[config.mk]
export PLATFORM = sky130hd
export DESIGN_NAME = alu_issue_seq
export DESIGN_NICKNAME = d
export VERILOG_FILES = /design/src/rtl/alu_issue_seq.sv
export SDC_FILE = /design/constraint.sdc
export NUM_CORES = 1
export LEC_CHECK = 0
export ABC_AREA = 1
export CAP_MARGIN = 20
export CORE_MARGIN = 2
export CORE_UTILIZATION = 47
export DETAILED_ROUTE_END_ITERATION = 6
export PLACE_DENSITY = 0.79
export SYNTH_ARGS = -nofsm -noshare
export SYNTH_HDL_FRONTEND = slang
export SYNTH_SLANG_ARGS = --single-unit
[constraint.sdc]
create_clock -name clk -period 1.65 [get_ports clk]
set_input_delay 0.33 -clock clk [delete_from_list [all_inputs] [get_ports clk]]
set_output_delay 0.33 -clock clk [all_outputs]
set_load 0.02 [all_outputs]
[src/rtl/alu_issue_seq.sv]
// ============================================================================
// Module      : alu_issue_seq
// Description : Issue/sequencing stage for the 16-bit ripple ALU. Accepts one
//               command per handshake, decodes it onto the ALU control lines,
//               captures the ALU result with locally computed flags, and runs
//               MUL as a 16-step shift-add loop through the ALU adder.
// Revision    : 1.0 - initial release
// ============================================================================
`default_nettype none

module alu_issue_seq #(
  parameter int WIDTH  = 16,
  parameter bit MUL_EN = 1'b1
) (
  input  logic             clk,
  input  logic             rst_n,
  input  logic             i_in_valid,
  output logic             o_in_ready,
  input  logic [2:0]       i_in_cmd,
  input  logic [WIDTH-1:0] i_in_a,
  input  logic [WIDTH-1:0] i_in_b,
  output logic [WIDTH-1:0] o_alu_a,
  output logic [WIDTH-1:0] o_alu_b,
  output logic             o_alu_cin,
  output logic             o_alu_ainvert,
  output logic             o_alu_bnegate,
  output logic [2:0]       o_alu_op,
  input  logic [WIDTH-1:0] i_alu_result,
  input  logic             i_alu_cout,
  output logic             o_out_valid,
  input  logic             i_out_ready,
  output logic [WIDTH-1:0] o_out_result,
  output logic             o_out_zero,
  output logic             o_out_carry,
  output logic             o_out_ovf,
  output logic             o_out_err
);

  localparam logic [2:0] c_CMD_AND = 3'd0;
  localparam logic [2:0] c_CMD_OR  = 3'd1;
  localparam logic [2:0] c_CMD_ADD = 3'd2;
  localparam logic [2:0] c_CMD_SUB = 3'd3;
  localparam logic [2:0] c_CMD_SLT = 3'd4;
  localparam logic [2:0] c_CMD_NOR = 3'd5;
  localparam logic [2:0] c_CMD_MUL = 3'd6;

  localparam logic [2:0] c_OP_AND = 3'b000;
  localparam logic [2:0] c_OP_OR  = 3'b001;
  localparam logic [2:0] c_OP_ADD = 3'b010;

  localparam logic [3:0] c_MUL_LAST = 4'd15;

  typedef enum logic [1:0] {
    S_IDLE = 2'd0,
    S_EXEC = 2'd1,
    S_MUL  = 2'd2,
    S_DONE = 2'd3
  } state_t;

  state_t r_state;
  state_t w_state_next;

  // Latched command and operands
  logic [2:0]       r_cmd;
  logic [WIDTH-1:0] r_a;
  logic [WIDTH-1:0] r_b;

  // Multiply loop state: accumulator, shifted multiplicand, shifted multiplier
  logic [WIDTH-1:0] r_acc;
  logic [WIDTH-1:0] r_mc;
  logic [WIDTH-1:0] r_mp;
  logic [3:0]       r_cnt;
  logic             r_mul_carry;

  // Captured result and flags
  logic             r_out_valid;
  logic [WIDTH-1:0] r_out_result;
  logic             r_out_zero;
  logic             r_out_carry;
  logic             r_out_ovf;
  logic             r_out_err;

  logic             w_accept;
  logic             w_in_is_mul;
  logic             w_ovf_add;
  logic             w_ovf_sub;
  logic [WIDTH-1:0] w_exec_result;
  logic             w_exec_carry;
  logic             w_exec_ovf;
  logic             w_exec_err;
  logic [WIDTH-1:0] w_acc_next;
  logic             w_mul_carry_next;

  assign w_accept    = i_in_valid & o_in_ready;
  assign w_in_is_mul = (i_in_cmd == c_CMD_MUL) && MUL_EN;

  // MUL step: add the shifted multiplicand only when the current multiplier bit is set
  assign w_acc_next       = r_mp[0] ? i_alu_result : r_acc;
  assign w_mul_carry_next = r_mul_carry | (r_mp[0] & i_alu_cout);

  // Signed overflow of the adder as seen for ADD and for SUB (A + ~B + 1)
  assign w_ovf_add = (r_a[WIDTH-1] == r_b[WIDTH-1]) & (i_alu_result[WIDTH-1] != r_a[WIDTH-1]);
  assign w_ovf_sub = (r_a[WIDTH-1] != r_b[WIDTH-1]) & (i_alu_result[WIDTH-1] != r_a[WIDTH-1]);

  // State register
  always_ff @(posedge clk or negedge rst_n) begin
    if (!rst_n) begin
      r_state <= S_IDLE;
    end else begin
      r_state <= w_state_next;
    end
  end

  // Next state, handshake ready and ALU control decode
  always_comb begin
    w_state_next  = r_state;
    o_in_ready    = 1'b0;
    o_alu_a       = '0;
    o_alu_b       = '0;
    o_alu_cin     = 1'b0;
    o_alu_ainvert = 1'b0;
    o_alu_bnegate = 1'b0;
    o_alu_op      = c_OP_AND;
    case (r_state)
      S_IDLE: begin
        o_in_ready = rst_n;
        if (i_in_valid) begin
          w_state_next = w_in_is_mul ? S_MUL : S_EXEC;
        end
      end
      S_EXEC: begin
        w_state_next = S_DONE;
        // A MUL reaching EXEC means MUL is disabled, so it falls to the illegal default
        case (r_cmd)
          c_CMD_AND: begin
            o_alu_a = r_a; o_alu_b = r_b;
            o_alu_op = c_OP_AND;
          end
          c_CMD_OR: begin
            o_alu_a = r_a; o_alu_b = r_b;
            o_alu_op = c_OP_OR;
          end
          c_CMD_ADD: begin
            o_alu_a = r_a; o_alu_b = r_b;
            o_alu_op = c_OP_ADD;
          end
          c_CMD_SUB, c_CMD_SLT: begin
            o_alu_a = r_a; o_alu_b = r_b;
            o_alu_bnegate = 1'b1;
            o_alu_cin     = 1'b1;
            o_alu_op      = c_OP_ADD;
          end
          c_CMD_NOR: begin
            o_alu_a = r_a; o_alu_b = r_b;
            o_alu_ainvert = 1'b1;
            o_alu_bnegate = 1'b1;
            o_alu_op      = c_OP_AND;
          end
          default: begin
            o_alu_a = '0;
            o_alu_b = '0;
          end
        endcase
      end
      S_MUL: begin
        o_alu_a  = r_acc;
        o_alu_b  = r_mc;
        o_alu_op = c_OP_ADD;
        if (r_cnt == c_MUL_LAST) begin
          w_state_next = S_DONE;
        end
      end
      S_DONE: begin
        o_in_ready = i_out_ready;
        if (i_out_ready) begin
          if (i_in_valid) begin
            w_state_next = w_in_is_mul ? S_MUL : S_EXEC;
          end else begin
            w_state_next = S_IDLE;
          end
        end
      end
      default: w_state_next = S_IDLE;
    endcase
  end

  // Result and flag selection for single-cycle commands
  always_comb begin
    w_exec_result = '0;
    w_exec_carry  = 1'b0;
    w_exec_ovf    = 1'b0;
    w_exec_err    = 1'b0;
    case (r_cmd)
      c_CMD_AND, c_CMD_OR, c_CMD_NOR: begin
        w_exec_result = i_alu_result;
      end
      c_CMD_ADD: begin
        w_exec_result = i_alu_result;
        w_exec_carry  = i_alu_cout;
        w_exec_ovf    = w_ovf_add;
      end
      c_CMD_SUB: begin
        w_exec_result = i_alu_result;
        w_exec_carry  = i_alu_cout;
        w_exec_ovf    = w_ovf_sub;
      end
      c_CMD_SLT: begin
        // True signed less-than: difference sign corrected by overflow
        w_exec_result = {{(WIDTH-1){1'b0}}, i_alu_result[WIDTH-1] ^ w_ovf_sub};
      end
      default: begin
        w_exec_err = 1'b1;
      end
    endcase
  end

  // Command latch, multiply loop and result capture
  always_ff @(posedge clk or negedge rst_n) begin
    if (!rst_n) begin
      r_cmd        <= '0;
      r_a          <= '0;
      r_b          <= '0;
      r_acc        <= '0;
      r_mc         <= '0;
      r_mp         <= '0;
      r_cnt        <= '0;
      r_mul_carry  <= 1'b0;
      r_out_valid  <= 1'b0;
      r_out_result <= '0;
      r_out_zero   <= 1'b0;
      r_out_carry  <= 1'b0;
      r_out_ovf    <= 1'b0;
      r_out_err    <= 1'b0;
    end else begin
      if (w_accept) begin
        r_cmd       <= i_in_cmd;
        r_a         <= i_in_a;
        r_b         <= i_in_b;
        r_acc       <= '0;
        r_mc        <= i_in_a;
        r_mp        <= i_in_b;
        r_cnt       <= '0;
        r_mul_carry <= 1'b0;
      end
      case (r_state)
        S_EXEC: begin
          r_out_valid  <= 1'b1;
          r_out_result <= w_exec_result;
          r_out_zero   <= (w_exec_result == '0);
          r_out_carry  <= w_exec_carry;
          r_out_ovf    <= w_exec_ovf;
          r_out_err    <= w_exec_err;
        end
        S_MUL: begin
          r_acc       <= w_acc_next;
          r_mc        <= r_mc << 1;
          r_mp        <= r_mp >> 1;
          r_cnt       <= r_cnt + 4'd1;
          r_mul_carry <= w_mul_carry_next;
          if (r_cnt == c_MUL_LAST) begin
            r_out_valid  <= 1'b1;
            r_out_result <= w_acc_next;
            r_out_zero   <= (w_acc_next == '0);
            r_out_carry  <= w_mul_carry_next;
            r_out_ovf    <= 1'b0;
            r_out_err    <= 1'b0;
          end
        end
        S_DONE: begin
          if (i_out_ready) begin
            r_out_valid <= 1'b0;
          end
        end
        default: ;
      endcase
    end
  end

  assign o_out_valid  = r_out_valid;
  assign o_out_result = r_out_result;
  assign o_out_zero   = r_out_zero;
  assign o_out_carry  = r_out_carry;
  assign o_out_ovf    = r_out_ovf;
  assign o_out_err    = r_out_err;

endmodule

`default_nettype wire

==> results of run 1 <==
critical path: stages, from the launching register on:
cell and delay (ns):
dfrtp_1 0.40, inv_2 0.10, ha_4 0.16, inv_4 0.05
a21oi_4 0.15, buf_6 0.15, buf_12 0.17, nand2_2 0.13
a21oi_4 0.21, buf_6 0.15
cell type report:
cell class                 count  share of cell area (%)
sequential                   111                    26.6
clock buffer                  12                    2.45
antenna                        1                  0.0239
timing repair inverter         1                   0.287
tap                          143                    1.71
multi-input combinational    530                    35.9
inverter                      37                    1.74
timing repair buffer         255                    30.8
clock inverter                 4                   0.503
power groups by stage:
stage / clock network (uW) / registers (uW) / logic, uW
6_report: 2490 / 5260 / 16100
5_1_grt: 2560 / 5250 / 16400
4_1_cts: 2280 / 4760 / 14000
3_5_place_dp: 0 / 4610 / 8370
3_3_place_gp: 0 / 4570 / 8120
2_1_floorplan: 0 / 4650 / 5180
worst min path at each step:
stage / startpoint / end / slack (ns) / cells after the start
2_1_floorplan: rst_n / o_out_carry$_DFFE_PN0P_ / 0.03 / 0
3_3_place_gp: r_mp[2]$_DFFE_PN0P_ / r_mp[2]$_DFFE_PN0P_ / 0.46 / 2
3_5_place_dp: r_b[8]$_DFFE_PN0P_ / r_b[8]$_DFFE_PN0P_ / 0.47 / 2
4_1_cts: rst_n / o_out_zero$_DFFE_PN0P_ / 0.32 / 2
5_1_grt: rst_n / r_acc[2]$_DFFE_PN0P_ / 0.11 / 3
6_report: rst_n / r_acc[2]$_DFFE_PN0P_ / 0.07 / 3
state kept, by name (all words and copies together), names as in the netlist:
signal	cells
o_out_ovf	1
o_out_zero	1
r_state	2
o_out_valid	1
o_out_carry	1
r_acc	16
o_out_result	16
r_b	16
r_cmd	3
o_out_err	1
r_a	16
r_mp	16
r_cnt	4
r_mc	16
r_mul_carry	1
metrics by stage:
stage | cells | setup TNS, ns
finish | 1094 | -73.79
floorplan | 719 | -1.78
global placement | 994 | -41.03
global route | 1093 | -76.33
detailed placement | 994 | -48.86
CTS | 1086 | -61.52
cell families after synthesis:
| logic type | count (synthesis) | share of synthesized area [%] |
|---|---|---|
| AOI/OAI and AO/OA | 111 | 11.4 |
| buffers and inverters | 78 | 6.70 |
| other | 1 | 0.0674 |
| DFF | 111 | 49.9 |
| xor gates and xnor gates | 3 | 0.473 |
| adders and majority gates | 6 | 1.35 |
| and+or+nand+nor | 409 | 30.1 |
cells in the mapped netlist, types with 6 or more instances:
cell	n	area, sq um
dfrtp_1	111	2780
buf_2	19	95.1
nor2_1	17	63.8
inv_1	31	116
nand2_1	300	1130
a21oi_1	40	200
o211ai_1	15	113
ha_1	6	75.1
o21ai_0	36	180
inv_2	6	22.5
o21ai_1	8	40.0
clkbuf_1	12	45.0
nand3_1	81	405
what timing repair did:
action                                 4_1_cts  5_1_grt
endpoints found under the hold margin        0       11
gates cloned                                29        1
gates resized for setup                    512      105
setup endpoints to repair                  154      165
pin swaps                                   27       25
setup buffers                               49       16
hold buffers                                 0        1
per-layer routing:
metal,up-vias,track usage [%],wire (microns)
met5,-,0,13
met4,2,30.7,3790
met3,400,12.3,4740
met2,982,71.8,14700
met1,3607,52.0,10600
li1,2792,-,-
cell usage in the layout (no fill, tap or decap), types with 3 or more instances in the layout:
cell type	synthesis	routed
ha_1	6	3
o21ai_0	36	14
buf_8	0	6
clkbuf_16	0	10
inv_1	31	25
nor2_1	17	16
o21ai_4	0	5
dfrtp_2	0	3
buf_16	0	21
buf_4	5	65
nor3_4	0	3
inv_2	6	4
a21oi_1	40	3
buf_12	0	26
a21oi_4	0	35
o21ai_1	8	15
o211ai_1	15	15
o21ai_2	2	12
dlymetal6s2s_1	0	16
nand3_2	1	37
a21oi_2	1	3
dlygate4sd2_1	0	5
nand2_2	1	67
inv_4	0	4
nand2_1	300	193
clkdlybuf4s50_1	0	54
dfrtp_1	111	108
ha_4	0	3
nand3_4	0	4
nand2_4	2	42
o22ai_2	1	3
nand3_1	81	41
buf_6	5	58
==> key figures, run 1 <==
Outcome
  – Outcome: finished, violations left
  – Violated checks: design-rule violations, negative setup slack

Clock tree
  – Clk slew on worst S/H paths: roughly 0.090 ns
  – CTS tree: built
  – H-tree Lvls: 3
  – Root buffer cell: clkbuf_16
  – Insertion delay to the later sink of the worst-skew pair: 0.39 ns
  – CTS Sinks: around 110
  – Max Root-Sink Buffers: 2
  – Num CTS Buffers: 9

Pwr
  – Worst vdd ir: about 1700 uV
  – Net load switching power: between 10000 and 15000 uW
  – Total Power: roughly 24000 uW
  – Sw Ratio: roughly half
  – Combinational share of power: between 60% and 70%
  – Clock share of power: between 10% and 20%
  – Seq pwr share: 22.1%
  – LEAKAGE: 0.00507 uW
  – Internal Power: roughly 12000 uW
  – Power Dens Cells: roughly 2300 nW/um^2

Hold path
  – Min-delay worst type: input port to async pin

Synth
  – Main synth FF type: dfrtp_1
  – Syn nets: 781
  – Cells after Synth: 719
  – Synth Cell Area: 5560 sq um
  – Ys async rst share: between 90% and 100%
  – Cell variety after synth: 36
  – Seq cells post-synth: 111
  – Mapped Avg Cell Area: about 7.7 sq um
  – Yosys warning total: 0
  – Register area share after synthesis: 49.9%
  – Post-synth EDFFs: 0

GRT
  – Antenna violations before repair: 2
  – Residual overflow from global routing: 0
  – GRT Util Overall: between 40 and 50%
  – Largest net degree at the start of global routing: 86
  – Global-route wire length before repair: around 43000 microns
  – Vias in the first global route: 7591

Worst setup path
  – Crit-path max FO: 8
  – Capturing point of the worst reg2reg path: r_a[2]$_DFFE_PN0P_
  – CP startpoint: r_state[1]$_DFFE_PN0P_
  – WP data required: 1.32 ns
  – Critical Path Sink: o_alu_b[5]
  – Worst r2r src: r_state[1]$_DFFE_PN0P_
  – CP endpoint kind: primary output
  – R2R setup slack: -0.68 ns
  – WP data arrival: 2.05 ns
  – Worst Setup Start Kind: flip-flop
  – CP Class: flip-flop to primary output
  – Reg2Reg Depth: 12

Finish
  – Fill cells: around 410
  – Register area: around 2800 sq um
  – Post-route cell area: between 10000 and 15000 sq um
  – Area of the multi-input gates: between 3000 and 4000 sq um
  – Area Overhead vs Synth: 87.9%
  – Final core utilization: approximately 91%
  – NumNets Final: slightly above 1000
  – Share of layout cells above drive strength 1: a little under half

Drt
  – Via count: slightly below 8000
  – DR WL/cell: 31.0 microns
  – Total Wirelength: between 30000 and 40000 microns
  – Antenna Nets Post-Route: 0
  – Via density: just over 7
  – Drt pass-1 iters: 7
  – Initial DRC count: 1338
  – # DRC: 15

Floorplan
  – Die ar.: approximately 13000 sq um
  – Initial Utilization: about half
  – Placeable core area: about 11000 sq um
  – Die height: around 110 microns
  – Width of the chip: 113 microns
  – Num ports: 116
  – # rows: 39

Timing
  – Skew final: 0.0217 ns
  – Fmax: between 0.4 and 0.5 GHz
  – Final setup violation count: 149
  – Final Hold Viols: 0
  – Slew margin rel.: roughly 60%
  – Fin. max-slew vios: 0
  – Setup ws final: -0.731 ns
  – RSZ-0062 raised after global routing: true
  – Hold Slack: 0.0728 ns
  – Final Cycle Share: 144%
  – Post-layout minimum cycle time: 2.38 ns
  – Worst Tran Pin Value: approximately 0.6 ns

Place
  – Pre-CTS setup slack: -0.626 ns
  – RePlAce Congestion: about 0.98
  – IO Port Bufs: around 110
  – Dpl cell area: ~7600 sq um
  – Hpwl dp: about 12000 microns

Flow run
  – Max-cap violation count: 0
(Power assumes the default switching activity.)
==> run 2: changes to the inputs <==
--- a/config.mk
+++ b/config.mk
@@ -10,7 +10,8 @@
 export CORE_MARGIN = 2
 export CORE_UTILIZATION = 47
 export DETAILED_ROUTE_END_ITERATION = 6
-export PLACE_DENSITY = 0.79
+export PLACE_DENSITY = 0.77
+export SLEW_MARGIN = 20
 export SYNTH_ARGS = -nofsm -noshare
 export SYNTH_HDL_FRONTEND = slang
 export SYNTH_SLANG_ARGS = --single-unit
==> run 2 against run 1 <==
Against the previous run:
- the run ends with negative hold slack, negative setup slack left
- clock-buffer cell count is 3 lower
- first-iteration DRC count fell by 31%
- register-to-register slack improved by 0.06 ns
- die area stayed put
- critical endpoint is now o_alu_a[8]
- wire length fell by 24%
- critical path type unchanged
- hold slack got worse by 0.096 ns
- sequential share of layout area rose by 1.8 points
- combinational power decreased by 12%
==> key figures, run 2 (same netlist as run 1, synthesis figures left out) <==
Worst setup path
  – Critical path's slowest cell: dfrtp_1
  – WP data arrival: 1.99 ns (-0.06 ns)
  – CP endpoint kind: primary output
  – Worst stage delay on the critical path: 0.41 ns (about the same)
  – CP most frequent cell: a21oi_4
  – Worst Setup Start Kind: flip-flop
  – Capturing point of the worst reg2reg path: r_mp[1]$_DFFE_PN0P_
  – Crit-path max FO: 8 (unchanged)
  – Reg2Reg Depth: 14 (+2)
  – CP startpoint: r_state[1]$_DFFE_PN0P_
  – CP Class: flip-flop to primary output
  – Crit-path cells: inv_2, ha_4, inv_4, a21oi_4, buf_12, buf_8, buf_16, nand2_2, a21oi_4, buf_6
  – Worst r2r src: r_state[1]$_DFFE_PN0P_
  – R2R setup slack: -0.62 ns (+0.06 ns)
  – WP depth: 10 (+1)
  – WP data required: 1.32 ns (about the same)
  – Top delay family on crit path: buffers and inverters
  – Worst path bufs/invs: 6 (+1)
  – Critical Path Sink: o_alu_a[8]

Clock tree
  – CTS Sinks: 111 (unchanged)
  – CTS tree: built
  – Clk slew on worst S/H paths: 0.08 ns (about the same)
  – Num CTS Buffers: 9 (unchanged)
  – H-tree Lvls: 3 (unchanged)
  – Max Root-Sink Buffers: 2 (unchanged)
  – Root buffer cell: clkbuf_16
  – Insertion delay to the later sink of the worst-skew pair: 0.37 ns (-0.02 ns)

Drt
  – Antenna Nets Post-Route: 0 (unchanged)
  – Via count: 6751 (-13%)
  – Total Wirelength: 25800 microns (-24%)
  – DR WL/cell: 24.1 microns (-22%)
  – # DRC: 0 (-15)
  – Via density: 6.30 (-11%)
  – Drt pass-1 iters: 7 (unchanged)
  – Initial DRC count: 926 (-31%)

Floorplan
  – Num ports: 116 (unchanged)
  – Initial Utilization: 48.5% (unchanged)
  – # rows: 39 (unchanged)
  – Die ar.: 12700 sq um (unchanged)
  – Die height: 113 microns (unchanged)
  – Placeable core area: 11500 sq um (unchanged)
  – Width of the chip: 113 microns (unchanged)

Finish
  – Commonest non-fill, non-tap cell in the layout: nand2_1
  – Most frequent cells in the layout: 237 x nand2_1, 109 x dfrtp_1, 59 x buf_4, 58 x nand3_1, 54 x clkdlybuf4s50_1
  – Final core utilization: 85.2% (-5.9 points)
  – NumNets Final: 986 (-2.1%)
  – Ant. Diodes: 0 (-1)
  – Layout Cells excl Fill: 1071 (-2.1%)
  – Post-route cell area: 9770 sq um (-6.5%)
  – Share of layout cells above drive strength 1: 37.5% (-7.9 points)
  – Area Overhead vs Synth: 75.7%

GRT
  – Antenna violations before repair: 0 (-2)
  – GRT Util Overall: 38.5% (-6.2 points)
  – Residual overflow from global routing: 0 (unchanged)
  – Largest net degree at the start of global routing: 83 (-3.5%)
  – Met2 GRT Util: 63.4% (-8.5 points)
  – Grt met1 use: 45.4% (-6.6 points)
  – Met3 Track Usage GR: 7.87% (-4.4 points)
  – Global-route wire length before repair: 37700 microns (-13%)
  – Vias in the first global route: 6891 (-9.2%)
  – GRT Max-Usage Layer: met2

Place
  – RePlAce Congestion: 0.889 (-8.9%)
  – Placed insts: 996 (+0.20%)
  – Dpl cell area: 7620 sq um (+0.53%)
  – Hpwl dp: 12000 microns (+2.8%)
  – IO Port Bufs: 114 (unchanged)

Outcome
  – Violated checks: negative hold slack, negative setup slack
  – Outcome: finished, violations left

Timing
  – Final Hold Viols: 27 (+27)
  – RSZ-0062 raised after global routing: true
  – Final setup violation count: 149 (unchanged)
  – Worst Tran Pin Value: 0.775 ns (+0.179 ns)
  – Fmax: 0.431 GHz (+2.5%)
  – Fin. max-slew vios: 0 (unchanged)
  – Post-layout minimum cycle time: 2.32 ns (-0.0587 ns)
  – Final TNS setup: -67.82 ns (+5.97 ns)
  – Slew margin rel.: 48.3% (-12 points)
  – Skew final: 0.0110 ns (-0.0107 ns)
  – Hold Slack: -0.0234 ns (-0.0962 ns)
  – Final Cycle Share: 141% (-3.6 points)
  – Setup ws final: -0.672 ns (+0.0587 ns)

Pwr
  – Power Dens Cells: 2170 nW/um^2 (-4.8%)
  – Net load switching power: 9830 uW (-16%)
  – Clock share of power: 10.0% (-0.4 points)
  – Seq pwr share: 23.3% (+1.2 points)
  – LEAKAGE: 0.00469 uW (-7.5%)
  – Combinational share of power: 66.7% (-0.8 points)
  – Sw Ratio: 46.3% (-2.8 points)
  – Internal Power: 11400 uW (-6.1%)
  – Worst vdd ir: 1470 uV (-14%)

Flow run
  – Max-cap violation count: 0 (unchanged)

Hold path
  – Min-delay worst type: input port to async pin
-- run 2: final cells by class --
class | count | area, sq um
Clock buffer | 9 | 225
Clock inverter | 6 | 37.5
Fill cell | 505 | 1690
Inverter | 37 | 193
Multi-Input combinational cell | 530 | 3430
Sequential cell | 111 | 2780
Tap cell | 143 | 179
Timing Repair Buffer | 235 | 2930
-- run 2: worst reg2reg max path, delay by kind of cell (launching register included) --
kind,cells,cell delay [ns]
buffers and inverters,8,0.90
and+or+nand+nor,4,0.46
DFF,1,0.41
AOI/OAI and AO/OA,1,0.21
adders and majority gates,1,0.16
-- run 2: power by group through the flow --
stage               Clock, uW  Sequential, uW  Combinational [uW]
floorplan                   0            4650                5180
global placement            0            4560                8210
detailed placement          0            4610                8460
CTS                      2050            4680               12800
global route             2210            4980               14700
finish                   2120            4950               14200
-- run 2: repair_timing --
action | 4_1_cts | 5_1_grt
pin swaps | 24 | 24
setup buffers | 34 | 14
setup endpoints to repair | 157 | 162
hold buffers | 0 | 0
resized for setup | 417 | 86
cloned | 22 | 0
-- run 2: how the worst min path moves through the flow --
stage,startpoint,endpoint,slack [ns],cells past startpoint
final,rst_n,o_out_result[3]$_DFFE_PN0P_,-0.02,2
after CTS,rst_n,o_out_zero$_DFFE_PN0P_,0.0004,2
after global routing,rst_n,o_out_result[3]$_DFFE_PN0P_,0.02,2
after global placement,rst_n,o_out_carry$_DFFE_PN0P_,0.37,2
after detailed placement,rst_n,o_out_zero$_DFFE_PN0P_,0.37,2
after floorplan,rst_n,o_out_carry$_DFFE_PN0P_,0.03,0
-- run 2: layer usage --
layer | vias up | share of wire (%)
met3 | 173 | 11
li1 | 2755 | -
met1 | 3184 | 34
met5 | - | 0
met4 | 0 | 7.4
met2 | 639 | 47
-- run 2: stage by stage --
stage | setup slack (ns) | hold WS [ns] | total power (uW)
after detailed placement | -0.597 | 0.372 | 13100
after global placement | -0.592 | 0.365 | 12800
after CTS | -0.547 | 0.000416 | 19500
after global routing | -0.700 | 0.0196 | 21900
after floorplan | -0.124 | 0.0344 | 9840
final | -0.672 | -0.0234 | 21200
==> run 3: changes to the inputs <==
--- a/config.mk
+++ b/config.mk
@@ -7,7 +7,6 @@
 export LEC_CHECK = 0
 export ABC_AREA = 1
 export CAP_MARGIN = 20
-export CORE_MARGIN = 2
 export CORE_UTILIZATION = 47
 export DETAILED_ROUTE_END_ITERATION = 6
 export PLACE_DENSITY = 0.77
==> run 3 against run 2 <==
Against the previous run:
- largest power group unchanged
- global-route usage fell by 5.1 points
- first-iteration DRC count rose by 23%
- combinational power rose by 8%
- via count rose by 8.0%
- the run ends with negative setup slack left
==> key figures, run 3 (same netlist as run 1, synthesis figures left out) <==
Outcome
  – Outcome: finished, violations left
  – Violated checks: negative setup slack

Pwr
  – Combinational share of power: 67.3% (+0.6 points)
  – Seq pwr share: 22.6% (-0.7 points)
  – LEAKAGE: 0.00512 uW (+9.1%)
  – Net load switching power: 11100 uW (+12%)
  – Clock share of power: 10.2% (+0.2 points)
  – Worst vdd ir: 1640 uV (+12%)
  – Sw Ratio: 48.3% (+2.0 points)
  – Power Dens Cells: 2170 nW/um^2 (-0.26%)
  – Internal Power: 11800 uW (+3.7%)

Worst setup path
  – Reg2Reg Depth: 13 (-1)
  – Crit-path cells: inv_2, buf_4, buf_6, ha_4, clkinv_8, buf_6, buf_6, nand3_4, buf_6, buf_12, clkbuf_16, nand2_2, nand2_1
  – CP most frequent cell: buf_6
  – Top delay family on crit path: buffers and inverters
  – WP data arrival: 2.61 ns (+0.62 ns)
  – Worst r2r src: r_state[1]$_DFFE_PN0P_
  – Crit-path max FO: 8 (unchanged)
  – WP data required: 1.90 ns (+0.58 ns)
  – Worst stage delay on the critical path: 0.39 ns (-0.02 ns)
  – Critical Path Sink: r_b[14]$_DFFE_PN0P_
  – WP depth: 13 (+3)
  – CP endpoint kind: flip-flop
  – CP startpoint: r_state[1]$_DFFE_PN0P_
  – Worst path bufs/invs: 9 (+3)
  – Capturing point of the worst reg2reg path: r_b[14]$_DFFE_PN0P_
  – CP Class: flip-flop to flip-flop
  – Worst Setup Start Kind: flip-flop
  – Critical path's slowest cell: dfrtp_1
  – R2R setup slack: -0.72 ns (-0.10 ns)

Finish
  – Post-route cell area: 10600 sq um (+8.1%)
  – Area Overhead vs Synth: 89.9%
  – Ant. Diodes: 0 (unchanged)
  – Commonest non-fill, non-tap cell in the layout: nand2_1
  – Share of layout cells above drive strength 1: 50.1% (+13 points)
  – Most frequent cells in the layout: 166 x nand2_1, 108 x dfrtp_1, 82 x nand2_2, 59 x buf_6, 58 x buf_4
  – NumNets Final: 996 (+1.0%)
  – Final core utilization: 92.1% (+6.9 points)

Timing
  – Skew final: 0.0140 ns (+0.00301 ns)
  – Fmax: 0.423 GHz (-1.9%)
  – Post-layout minimum cycle time: 2.37 ns (+0.0440 ns)
  – Fin. max-slew vios: 0 (unchanged)
  – Setup ws final: -0.716 ns (-0.0440 ns)
  – Final Cycle Share: 143% (+2.7 points)
  – Final Hold Viols: 0 (-100%)
  – RSZ-0062 raised after global routing: true
  – Slew margin rel.: 57.4% (+9.1 points)
  – Final setup violation count: 149 (unchanged)
  – Worst Tran Pin Value: 0.639 ns (-0.136 ns)

Floorplan
  – Die ar.: 12300 sq um (-3.5%)
  – Die height: 111 microns (-1.8%)
  – Placeable core area: 11500 sq um (unchanged)
  – Num ports: 116 (unchanged)
  – Width of the chip: 111 microns (-1.8%)
  – Initial Utilization: 48.5% (unchanged)
  – # rows: 39 (unchanged)

Clock tree
  – CTS Sinks: 111 (unchanged)
  – Num CTS Buffers: 9 (unchanged)
  – Post-cts hold buffer count: 0 (unchanged)
  – H-tree Lvls: 3 (unchanged)
  – Insertion delay to the later sink of the worst-skew pair: 0.38 ns (about the same)
  – Max Root-Sink Buffers: 2 (unchanged)
  – CTS tree: built
  – Clk slew on worst S/H paths: 0.08 ns (about the same)
  – Root buffer cell: clkbuf_16

Drt
  – Initial DRC count: 1141 (+23%)
  – Drt pass-1 iters: 6 (-1)
  – Total Wirelength: 30500 microns (+18%)
  – # DRC: 0 (unchanged)
  – Via count: 7294 (+8.0%)
  – Via density: 6.74 (+6.9%)
  – Antenna Nets Post-Route: 0 (unchanged)
  – DR WL/cell: 28.2 microns (+17%)

Place
  – Dpl cell area: 7600 sq um (-0.26%)
  – IO Port Bufs: 114 (unchanged)
  – RePlAce Congestion: 0.924 (+4.0%)
  – Hpwl dp: 11900 microns (-0.24%)

Hold path
  – Min-delay worst type: input port to async pin

GRT
  – GRT Util Overall: 33.4% (-5.1 points)
  – Global-route wire length before repair: 32100 microns (-15%)
  – Antenna violations before repair: 0 (unchanged)
  – Residual overflow from global routing: 0 (unchanged)
  – Largest net degree at the start of global routing: 47 (-43%)
  – Vias in the first global route: 6044 (-12%)

Flow run
  – Max-cap violation count: 0 (unchanged)
-- run 3: metal layers --
metal / up-vias / global-route usage (%) / wire length (microns)
met3: 254 / 5.69 / 3730
met5: - / 0 / 0
met4: 0 / 16.4 / 2510
li1: 2786 / - / -
met2: 806 / 54.5 / 13900
met1: 3448 / 43.1 / 10400
-- run 3: what timing repair did --
| action | CTS | global route |
|---|---|---|
| setup buffers | 16 | 31 |
| resized for setup | 349 | 318 |
| endpoints found under the setup margin | 148 | 164 |
| pin swaps | 13 | 59 |
| cloned | 13 | 20 |
-- run 3: power by group through the flow --
stage          Clock (uW)  Combinational (uW)  Sequential [uW]
5_1_grt              2440               15800             5160
2_1_floorplan           0                5180             4650
3_5_place_dp            0                8500             4600
4_1_cts              2220               11000             4680
3_3_place_gp            0                8270             4570
6_report             2330               15400             5160
-- run 3: worst reg2reg max path, cell delays in order, from the launching register on --
cell and delay [ns]:
dfrtp_1 0.39, inv_2 0.09, buf_4 0.14, buf_6 0.11, ha_4 0.26, clkinv_8 0.10
buf_6 0.12, buf_6 0.11, nand3_4 0.18, buf_6 0.18, buf_12 0.14, clkbuf_16 0.19
nand2_2 0.10, nand2_1 0.12
-- run 3: layout make-up --
type / instances / area [sq um]
clock buffers: 10 / 229
clock inverters: 6 / 66.3
fillers: 340 / 905
inverters: 37 / 184
multi-input cells: 531 / 4070
flip-flops and latches: 111 / 2780
well taps: 143 / 179
repair buffers: 243 / 3040
repair inverters: 1 / 11.3
-- run 3: metrics by stage --
step / setup WS [ns] / instances / setup TNS, ns / hold WS, ns / power (uW)
after floorplan: -0.124 / 719 / -1.78 / 0.0344 / 9840
after global placement: -0.562 / 995 / -36.39 / 0.428 / 12800
after detailed placement: -0.623 / 995 / -43.62 / 0.435 / 13100
after CTS: -0.575 / 1038 / -33.32 / 0.0715 / 17900
after global routing: -0.748 / 1082 / -89.40 / 0.0790 / 23400
final: -0.716 / 1082 / -83.59 / 0.0353 / 22900
-- run 3: how the worst min path moves through the flow --
stage / startpoint / endpoint / slack (ns) / cells after the start
global placement: rst_n / o_out_carry$_DFFE_PN0P_ / 0.43 / 2
CTS: rst_n / o_out_result[3]$_DFFE_PN0P_ / 0.07 / 2
floorplan: rst_n / o_out_carry$_DFFE_PN0P_ / 0.03 / 0
global route: rst_n / o_out_result[3]$_DFFE_PN0P_ / 0.08 / 2
detailed placement: rst_n / o_out_carry$_DFFE_PN0P_ / 0.44 / 2
finish: rst_n / o_out_result[3]$_DFFE_PN0P_ / 0.04 / 2
